## config.mk

```make
export PLATFORM = sky130hd
export DESIGN_NAME = csr_trap_controller_flat
export DESIGN_NICKNAME = d
export VERILOG_FILES = /design/src/rtl/csr_trap_controller_pkg.sv /design/src/rtl/csr_trap_controller_if.sv /design/src/rtl/csr_trap_controller.sv /design/src/flat_wrapper.sv
export SDC_FILE = /design/constraint.sdc
export NUM_CORES = 1
export LEC_CHECK = 0
export ABC_AREA = 1
export ABC_CLOCK_PERIOD_IN_PS = 4200
export CAP_MARGIN = 30
export CORE_AREA = 2 2 96 98
export DETAILED_ROUTE_END_ITERATION = 12
export DIE_AREA = 0 0 98 100
export DONT_BUFFER_PORTS = 1
export PLACE_DENSITY = 0.77
export SLEW_MARGIN = 20
export SYNTH_ARGS = -nofsm -noshare
export SYNTH_HDL_FRONTEND = slang
export SYNTH_SLANG_ARGS = --single-unit
```

## constraint.sdc

```tcl
create_clock -name clk -period 4.2 [get_ports clk]
set_clock_uncertainty 0.15 [all_clocks]
set_input_delay 0.84 -clock clk [delete_from_list [all_inputs] [get_ports clk]]
set_output_delay 0.84 -clock clk [all_outputs]
set_load 0.03 [all_outputs]
```

## src/rtl/csr_trap_controller_pkg.sv

```systemverilog
// CSR addresses and sequencer state encoding shared by
// the trap controller and anything that talks to it.
package csr_trap_controller_pkg;

    localparam logic [11:0] CSR_MTVEC  = 12'h305;
    localparam logic [11:0] CSR_MEPC   = 12'h341;
    localparam logic [11:0] CSR_MCAUSE = 12'h342;

    localparam logic [2:0] S_IDLE      = 3'd0;
    localparam logic [2:0] S_WR_MEPC   = 3'd1;
    localparam logic [2:0] S_WR_MCAUSE = 3'd2;
    localparam logic [2:0] S_RD_MTVEC  = 3'd3;
    localparam logic [2:0] S_RD_MEPC   = 3'd4;
    localparam logic [2:0] S_REDIRECT  = 3'd5;

endpackage

```

## src/rtl/csr_trap_controller_if.sv

```systemverilog
// Bundle between pipeline/trap detector, the trap
// controller and the CSR file ports.
interface csr_trap_controller_if #(
    parameter int XLEN = 32
);
    logic            trap_valid;
    logic [XLEN-1:0] trap_cause;
    logic [XLEN-1:0] trap_pc;
    logic            mret_valid;
    logic            inst_csr_write_enable;
    logic [11:0]     inst_csr_write_address;
    logic [XLEN-1:0] inst_csr_write_data;
    logic [11:0]     inst_csr_read_address;
    logic [XLEN-1:0] csr_read_data;
    logic            csr_ready;
    logic            csr_write_enable;
    logic [11:0]     csr_write_address;
    logic [XLEN-1:0] csr_write_data;
    logic [11:0]     csr_read_address;
    logic            trapped;
    logic            redirect_valid;
    logic [XLEN-1:0] redirect_pc;
    logic            stall;
    logic            busy;

    modport master (
        input  trap_valid, trap_cause, trap_pc, mret_valid,
        input  inst_csr_write_enable, inst_csr_write_address,
        input  inst_csr_write_data, inst_csr_read_address,
        input  csr_read_data, csr_ready,
        output csr_write_enable, csr_write_address,
        output csr_write_data, csr_read_address, trapped,
        output redirect_valid, redirect_pc, stall, busy
    );

    modport slave (
        output trap_valid, trap_cause, trap_pc, mret_valid,
        output inst_csr_write_enable, inst_csr_write_address,
        output inst_csr_write_data, inst_csr_read_address,
        output csr_read_data, csr_ready,
        input  csr_write_enable, csr_write_address,
        input  csr_write_data, csr_read_address, trapped,
        input  redirect_valid, redirect_pc, stall, busy
    );
endinterface

```

## src/rtl/csr_trap_controller.sv

```systemverilog
// Arbitrates the CSR file ports between instructions and
// the trap/mret sequencer, and produces the PC redirect.
module csr_trap_controller
    import csr_trap_controller_pkg::*;
#(
    parameter int XLEN = 32
) (
    input logic                   clk,
    input logic                   reset,
    csr_trap_controller_if.master bus
);

    logic [2:0]      state_q, state_d;
    logic [XLEN-1:0] pc_q, pc_d;
    logic [XLEN-1:0] cause_q, cause_d;
    logic [XLEN-1:0] target_q, target_d;
    logic            seen_low_q, seen_low_d;

    always_ff @(posedge clk or posedge reset) begin
        if (reset) begin
            state_q    <= S_IDLE;
            pc_q       <= '0;
            cause_q    <= '0;
            target_q   <= '0;
            seen_low_q <= 1'b0;
        end else begin
            state_q    <= state_d;
            pc_q       <= pc_d;
            cause_q    <= cause_d;
            target_q   <= target_d;
            seen_low_q <= seen_low_d;
        end
    end

    always_comb begin
        state_d    = state_q;
        pc_d       = pc_q;
        cause_d    = cause_q;
        target_d   = target_q;
        seen_low_d = seen_low_q;

        bus.csr_write_enable  = 1'b0;
        bus.csr_write_address = '0;
        bus.csr_write_data    = '0;
        bus.csr_read_address  = '0;
        bus.trapped           = 1'b0;
        bus.redirect_valid    = 1'b0;
        bus.redirect_pc       = target_q;
        bus.stall             = 1'b1;
        bus.busy              = 1'b1;

        unique case (state_q)
            S_IDLE: begin
                bus.busy              = 1'b0;
                bus.stall             = ~bus.csr_ready;
                bus.csr_read_address  = bus.inst_csr_read_address;
                bus.csr_write_address = bus.inst_csr_write_address;
                bus.csr_write_data    = bus.inst_csr_write_data;
                bus.csr_write_enable  = bus.inst_csr_write_enable
                                      & ~bus.trap_valid
                                      & ~bus.mret_valid;
                if (bus.trap_valid) begin
                    pc_d    = bus.trap_pc;
                    cause_d = bus.trap_cause;
                    state_d = S_WR_MEPC;
                end else if (bus.mret_valid) begin
                    state_d = S_RD_MEPC;
                end
            end
            S_WR_MEPC: begin
                bus.csr_write_enable  = 1'b1;
                bus.csr_write_address = CSR_MEPC;
                bus.csr_write_data    = pc_q;
                bus.trapped           = 1'b1;
                state_d               = S_WR_MCAUSE;
            end
            S_WR_MCAUSE: begin
                bus.csr_write_enable  = 1'b1;
                bus.csr_write_address = CSR_MCAUSE;
                bus.csr_write_data    = cause_q;
                bus.trapped           = 1'b1;
                state_d               = S_RD_MTVEC;
            end
            S_RD_MTVEC, S_RD_MEPC: begin
                bus.csr_read_address = (state_q == S_RD_MTVEC)
                                     ? CSR_MTVEC : CSR_MEPC;
                // Registered read data is only valid once the file
                // has dropped ready for the new address and raised it.
                if (!bus.csr_ready) begin
                    seen_low_d = 1'b1;
                end else if (seen_low_q) begin
                    target_d   = {bus.csr_read_data[XLEN-1:2], 2'b00};
                    seen_low_d = 1'b0;
                    state_d    = S_REDIRECT;
                end
            end
            S_REDIRECT: begin
                bus.redirect_valid = 1'b1;
                state_d            = S_IDLE;
            end
            default: begin
                state_d = S_IDLE;
            end
        endcase
    end

endmodule

```

## src/flat_wrapper.sv

```systemverilog
// flat-port wrapper written by rule: the top's interface ports become plain ports
module csr_trap_controller_flat import csr_trap_controller_pkg::*;
#(
    parameter int XLEN = 32
)
  (clk, reset, bus_trap_valid, bus_trap_cause, bus_trap_pc, bus_mret_valid, bus_inst_csr_write_enable, bus_inst_csr_write_address, bus_inst_csr_write_data, bus_inst_csr_read_address, bus_csr_read_data, bus_csr_ready, bus_csr_write_enable, bus_csr_write_address, bus_csr_write_data, bus_csr_read_address, bus_trapped, bus_redirect_valid, bus_redirect_pc, bus_stall, bus_busy);
  csr_trap_controller_if #(.XLEN(XLEN)) bus_i ();
  input logic clk;
  input logic reset;
  input wire logic [$bits(bus_i.trap_valid)-1:0] bus_trap_valid;
  input wire logic [$bits(bus_i.trap_cause)-1:0] bus_trap_cause;
  input wire logic [$bits(bus_i.trap_pc)-1:0] bus_trap_pc;
  input wire logic [$bits(bus_i.mret_valid)-1:0] bus_mret_valid;
  input wire logic [$bits(bus_i.inst_csr_write_enable)-1:0] bus_inst_csr_write_enable;
  input wire logic [$bits(bus_i.inst_csr_write_address)-1:0] bus_inst_csr_write_address;
  input wire logic [$bits(bus_i.inst_csr_write_data)-1:0] bus_inst_csr_write_data;
  input wire logic [$bits(bus_i.inst_csr_read_address)-1:0] bus_inst_csr_read_address;
  input wire logic [$bits(bus_i.csr_read_data)-1:0] bus_csr_read_data;
  input wire logic [$bits(bus_i.csr_ready)-1:0] bus_csr_ready;
  output wire logic [$bits(bus_i.csr_write_enable)-1:0] bus_csr_write_enable;
  output wire logic [$bits(bus_i.csr_write_address)-1:0] bus_csr_write_address;
  output wire logic [$bits(bus_i.csr_write_data)-1:0] bus_csr_write_data;
  output wire logic [$bits(bus_i.csr_read_address)-1:0] bus_csr_read_address;
  output wire logic [$bits(bus_i.trapped)-1:0] bus_trapped;
  output wire logic [$bits(bus_i.redirect_valid)-1:0] bus_redirect_valid;
  output wire logic [$bits(bus_i.redirect_pc)-1:0] bus_redirect_pc;
  output wire logic [$bits(bus_i.stall)-1:0] bus_stall;
  output wire logic [$bits(bus_i.busy)-1:0] bus_busy;
  assign bus_i.trap_valid = bus_trap_valid;
  assign bus_i.trap_cause = bus_trap_cause;
  assign bus_i.trap_pc = bus_trap_pc;
  assign bus_i.mret_valid = bus_mret_valid;
  assign bus_i.inst_csr_write_enable = bus_inst_csr_write_enable;
  assign bus_i.inst_csr_write_address = bus_inst_csr_write_address;
  assign bus_i.inst_csr_write_data = bus_inst_csr_write_data;
  assign bus_i.inst_csr_read_address = bus_inst_csr_read_address;
  assign bus_i.csr_read_data = bus_csr_read_data;
  assign bus_i.csr_ready = bus_csr_ready;
  assign bus_csr_write_enable = bus_i.csr_write_enable;
  assign bus_csr_write_address = bus_i.csr_write_address;
  assign bus_csr_write_data = bus_i.csr_write_data;
  assign bus_csr_read_address = bus_i.csr_read_address;
  assign bus_trapped = bus_i.trapped;
  assign bus_redirect_valid = bus_i.redirect_valid;
  assign bus_redirect_pc = bus_i.redirect_pc;
  assign bus_stall = bus_i.stall;
  assign bus_busy = bus_i.busy;
  csr_trap_controller #(.XLEN(XLEN)) u_core (.clk(clk), .reset(reset), .bus(bus_i));
endmodule
```

==> impl_results.md <==
* Placed inst area at 4837 µm²
* Final Util at 57.02%
* Sink Count at 98
* Max Clk Rate at 299.9 MHz
* Relative slew slack at 36.44%
* CP cell instances: inv_1 > nand2_1 > nor2_2 > buf_4 > inv_1 > nand2_1 > inv_2 > nand2_1
* Initial Utilization at 54.24%
* Clk buf depth at 2
* Clock buffer count from CTS at 9
* Total GRT Usage at 24.24%
* Post-route clock period utilization at 79.39%
* Crit path DAT at 2340 ps
* Router iterations before antenna repair at 7
* Largest net degree at the start of global routing at 100
* Max-cap violations at 0
* Synthesized area per cell at 7.385 µm²
* Final-stage net count at 784
* Commonest cells after routing, fill and taps aside: nand2_1, nand3_1, dfrtp_1
* Die X at 98 µm
* Ant. Diodes at 0
* Routed wire per std cell at 16.36 µm
* Clock Pin Slew Worst Setup and Hold Paths at 100 ps
* Ys Warns at 0
* Row cnt at 35
* Status: finished clean
* Routed vias/inst at 5.681
* Antenna violations before repair at 0
* Worst Max-Slew Pin Slew at 946.2 ps
* Area contributors post-synth: dfrtp_1, nand2_1, nand3_1
* GPL Wtd Cong at 0.8627
* Post-route cell area at 5069 µm²
* CP max FO at 33
* Leakage at 2.749 nW
* Critical Path Sink Type: output port
* Count of final hold-check violations at 0
* Post-Syn Instances at 653
* Routed Antenna Nets at 0
* I/O pin count at 251
* PortBufs at 0
* Setup bufs post-CTS at 0
* Min-Delay Path Class: input pin to async pin
* Slew Viols, Final at 0
* FF-to-FF path depth at 8
* Crit-path slowest cell: dfrtp_1
* Total gr overflow at 0
* Synth Register Bits at 98
* Hpwl dp at 8439 µm
* First-pass GRT wire length at 19310 µm
* Layout cell share with drive strength beyond 1 at 5.705%
* Final setup vio count at 0
* Full die area at 9800 µm²
* Routed WL at 12140 µm
* RSZ-0062 raised after global routing: no
* CP most frequent cell: nand2_1
* Critical setup path kind: flop to output port
* CTS tree: done
* Pwr dens at 934.5 nW/µm²
* Htree depth at 3
* CTS root buf: clkbuf_8
* WP data required at 3210 ps
* Area share of the largest cell type after synthesis at 50.86%
* Chip height at 100 µm
* Sequential fraction of the synthesis area at 50.86%
* Setup TNS at 0 ps
* Clk_lat worst skew at 350 ps
* Remaining routing DRC violations at 0
* Post_cts resized at 0
* Core Area at 8890 µm²
* Final worst path period need at 3335 ps
* Netlist cell types at 18
* # hold bufs at CTS at 0
* DR vias at 4215
* Crit-path max cell delay at 510 ps
* Post-Syn Area at 4822 µm²
* Worst Hold Margin at 188.9 ps
* Most common cell after layout, fill and taps aside: nand2_1
* Synth area leader: dfrtp_1
* Area grow syn2layout at 5.112%
* Vias in the first global route at 3905
* Starting DRT DRC Count at 331
* Peak supply drop at 0.5318 mV
* Critical Path Source Type: flop
==> metrics by stage <==
stage                     cells  power (W)  setup WS, ps
after floorplan             654   0.003776         647.9
after detailed placement    724   0.004112          1269
final                       742   0.004737         865.4
after global routing        742   0.005082         709.6
after CTS                   740   0.004746         857.4
after global placement      722   0.004017          1285
==> cell families after synthesis <==
family | Yosys count | share of synthesized area, %
AOI/OAI and AO/OA | 3 | 0.3113
buffers and inverters | 72 | 6.798
DFF | 98 | 50.86
other | 1 | 0.07777
and+or+nand+nor | 479 | 41.96
==> worst max-delay path, delay by kind of cell (launching register included) <==
family,cells,cell delay [ps]
buf+inv,4,750
simple gates,4,730
flops,1,510
==> final cells by class <==
cell class | instances | area (µm²)
fill | 837 | 3821
sequential | 98 | 2452
multi-input combinational | 484 | 2052
tap | 111 | 138.9
timing repair buffer | 10 | 131.4
clock buffer | 9 | 123.9
inverter | 23 | 88.84
clock inverter | 7 | 81.33
==> registers in the layout, summed over array words and instances (netlist names) <==
| name | cells |
|---|---|
| u_core.pc_q | 32 |
| u_core.seen_low_q | 1 |
| u_core.cause_q | 32 |
| u_core.bus.redirect_pc | 30 |
| u_core.state_q | 3 |
==> Yosys cell counts <==
cell type	instances
buf_2	25
nand4_1	30
dfrtp_1	98
nor2_2	1
conb_1	1
inv_2	4
nor2_1	17
nand2_1	324
o21ai_0	3
nor2_4	1
inv_1	19
nand3_1	102
nor3_1	1
nand2_2	2
buf_1	1
nor3_2	1
clkbuf_1	16
buf_4	7
==> layer usage <==
metal | routed length [µm] | vias to the layer above | track usage [%]
met4 | 166 | 0 | 6.197
met2 | 5881 | 210 | 39.94
met5 | 0 | - | 0
li1 | - | 2008 | -
met1 | 4878 | 1984 | 30.83
met3 | 1211 | 13 | 8.565
==> final timing paths <==
| kind | startpoint | end | slack [ps] |
|---|---|---|---|
| min in group clk | u_core.pc_q[19]$_DFFE_PP0P_ | u_core.pc_q[19]$_DFFE_PP0P_ | 330 |
| worst max register to register | u_core.state_q[1]$_DFFE_PP0P_ | u_core.cause_q[31]$_DFFE_PP0P_ | 1740 |
| worst min register to register | u_core.pc_q[19]$_DFFE_PP0P_ | u_core.pc_q[19]$_DFFE_PP0P_ | 330 |
| worst max-delay path | u_core.state_q[2]$_DFFE_PP0P_ | bus_csr_write_address[6] | 870 |
| max in group asynchronous | reset | u_core.cause_q[11]$_DFFE_PP0P_ | 2910 |
| worst min-delay path | reset | u_core.bus.redirect_pc[2]$_DFFE_PP0P_ | 190 |
==> power by group <==
part           internal [W]  total [W]  leakage, nW  switching [W]
clock network      0.000286   0.000634        0.107       0.000348
logic              0.000468    0.00218         1.41        0.00171
registers           0.00137    0.00192         1.23       0.000549
total               0.00213    0.00474         2.75        0.00261
No activity file was read; power rests on OpenSTA's default activity.
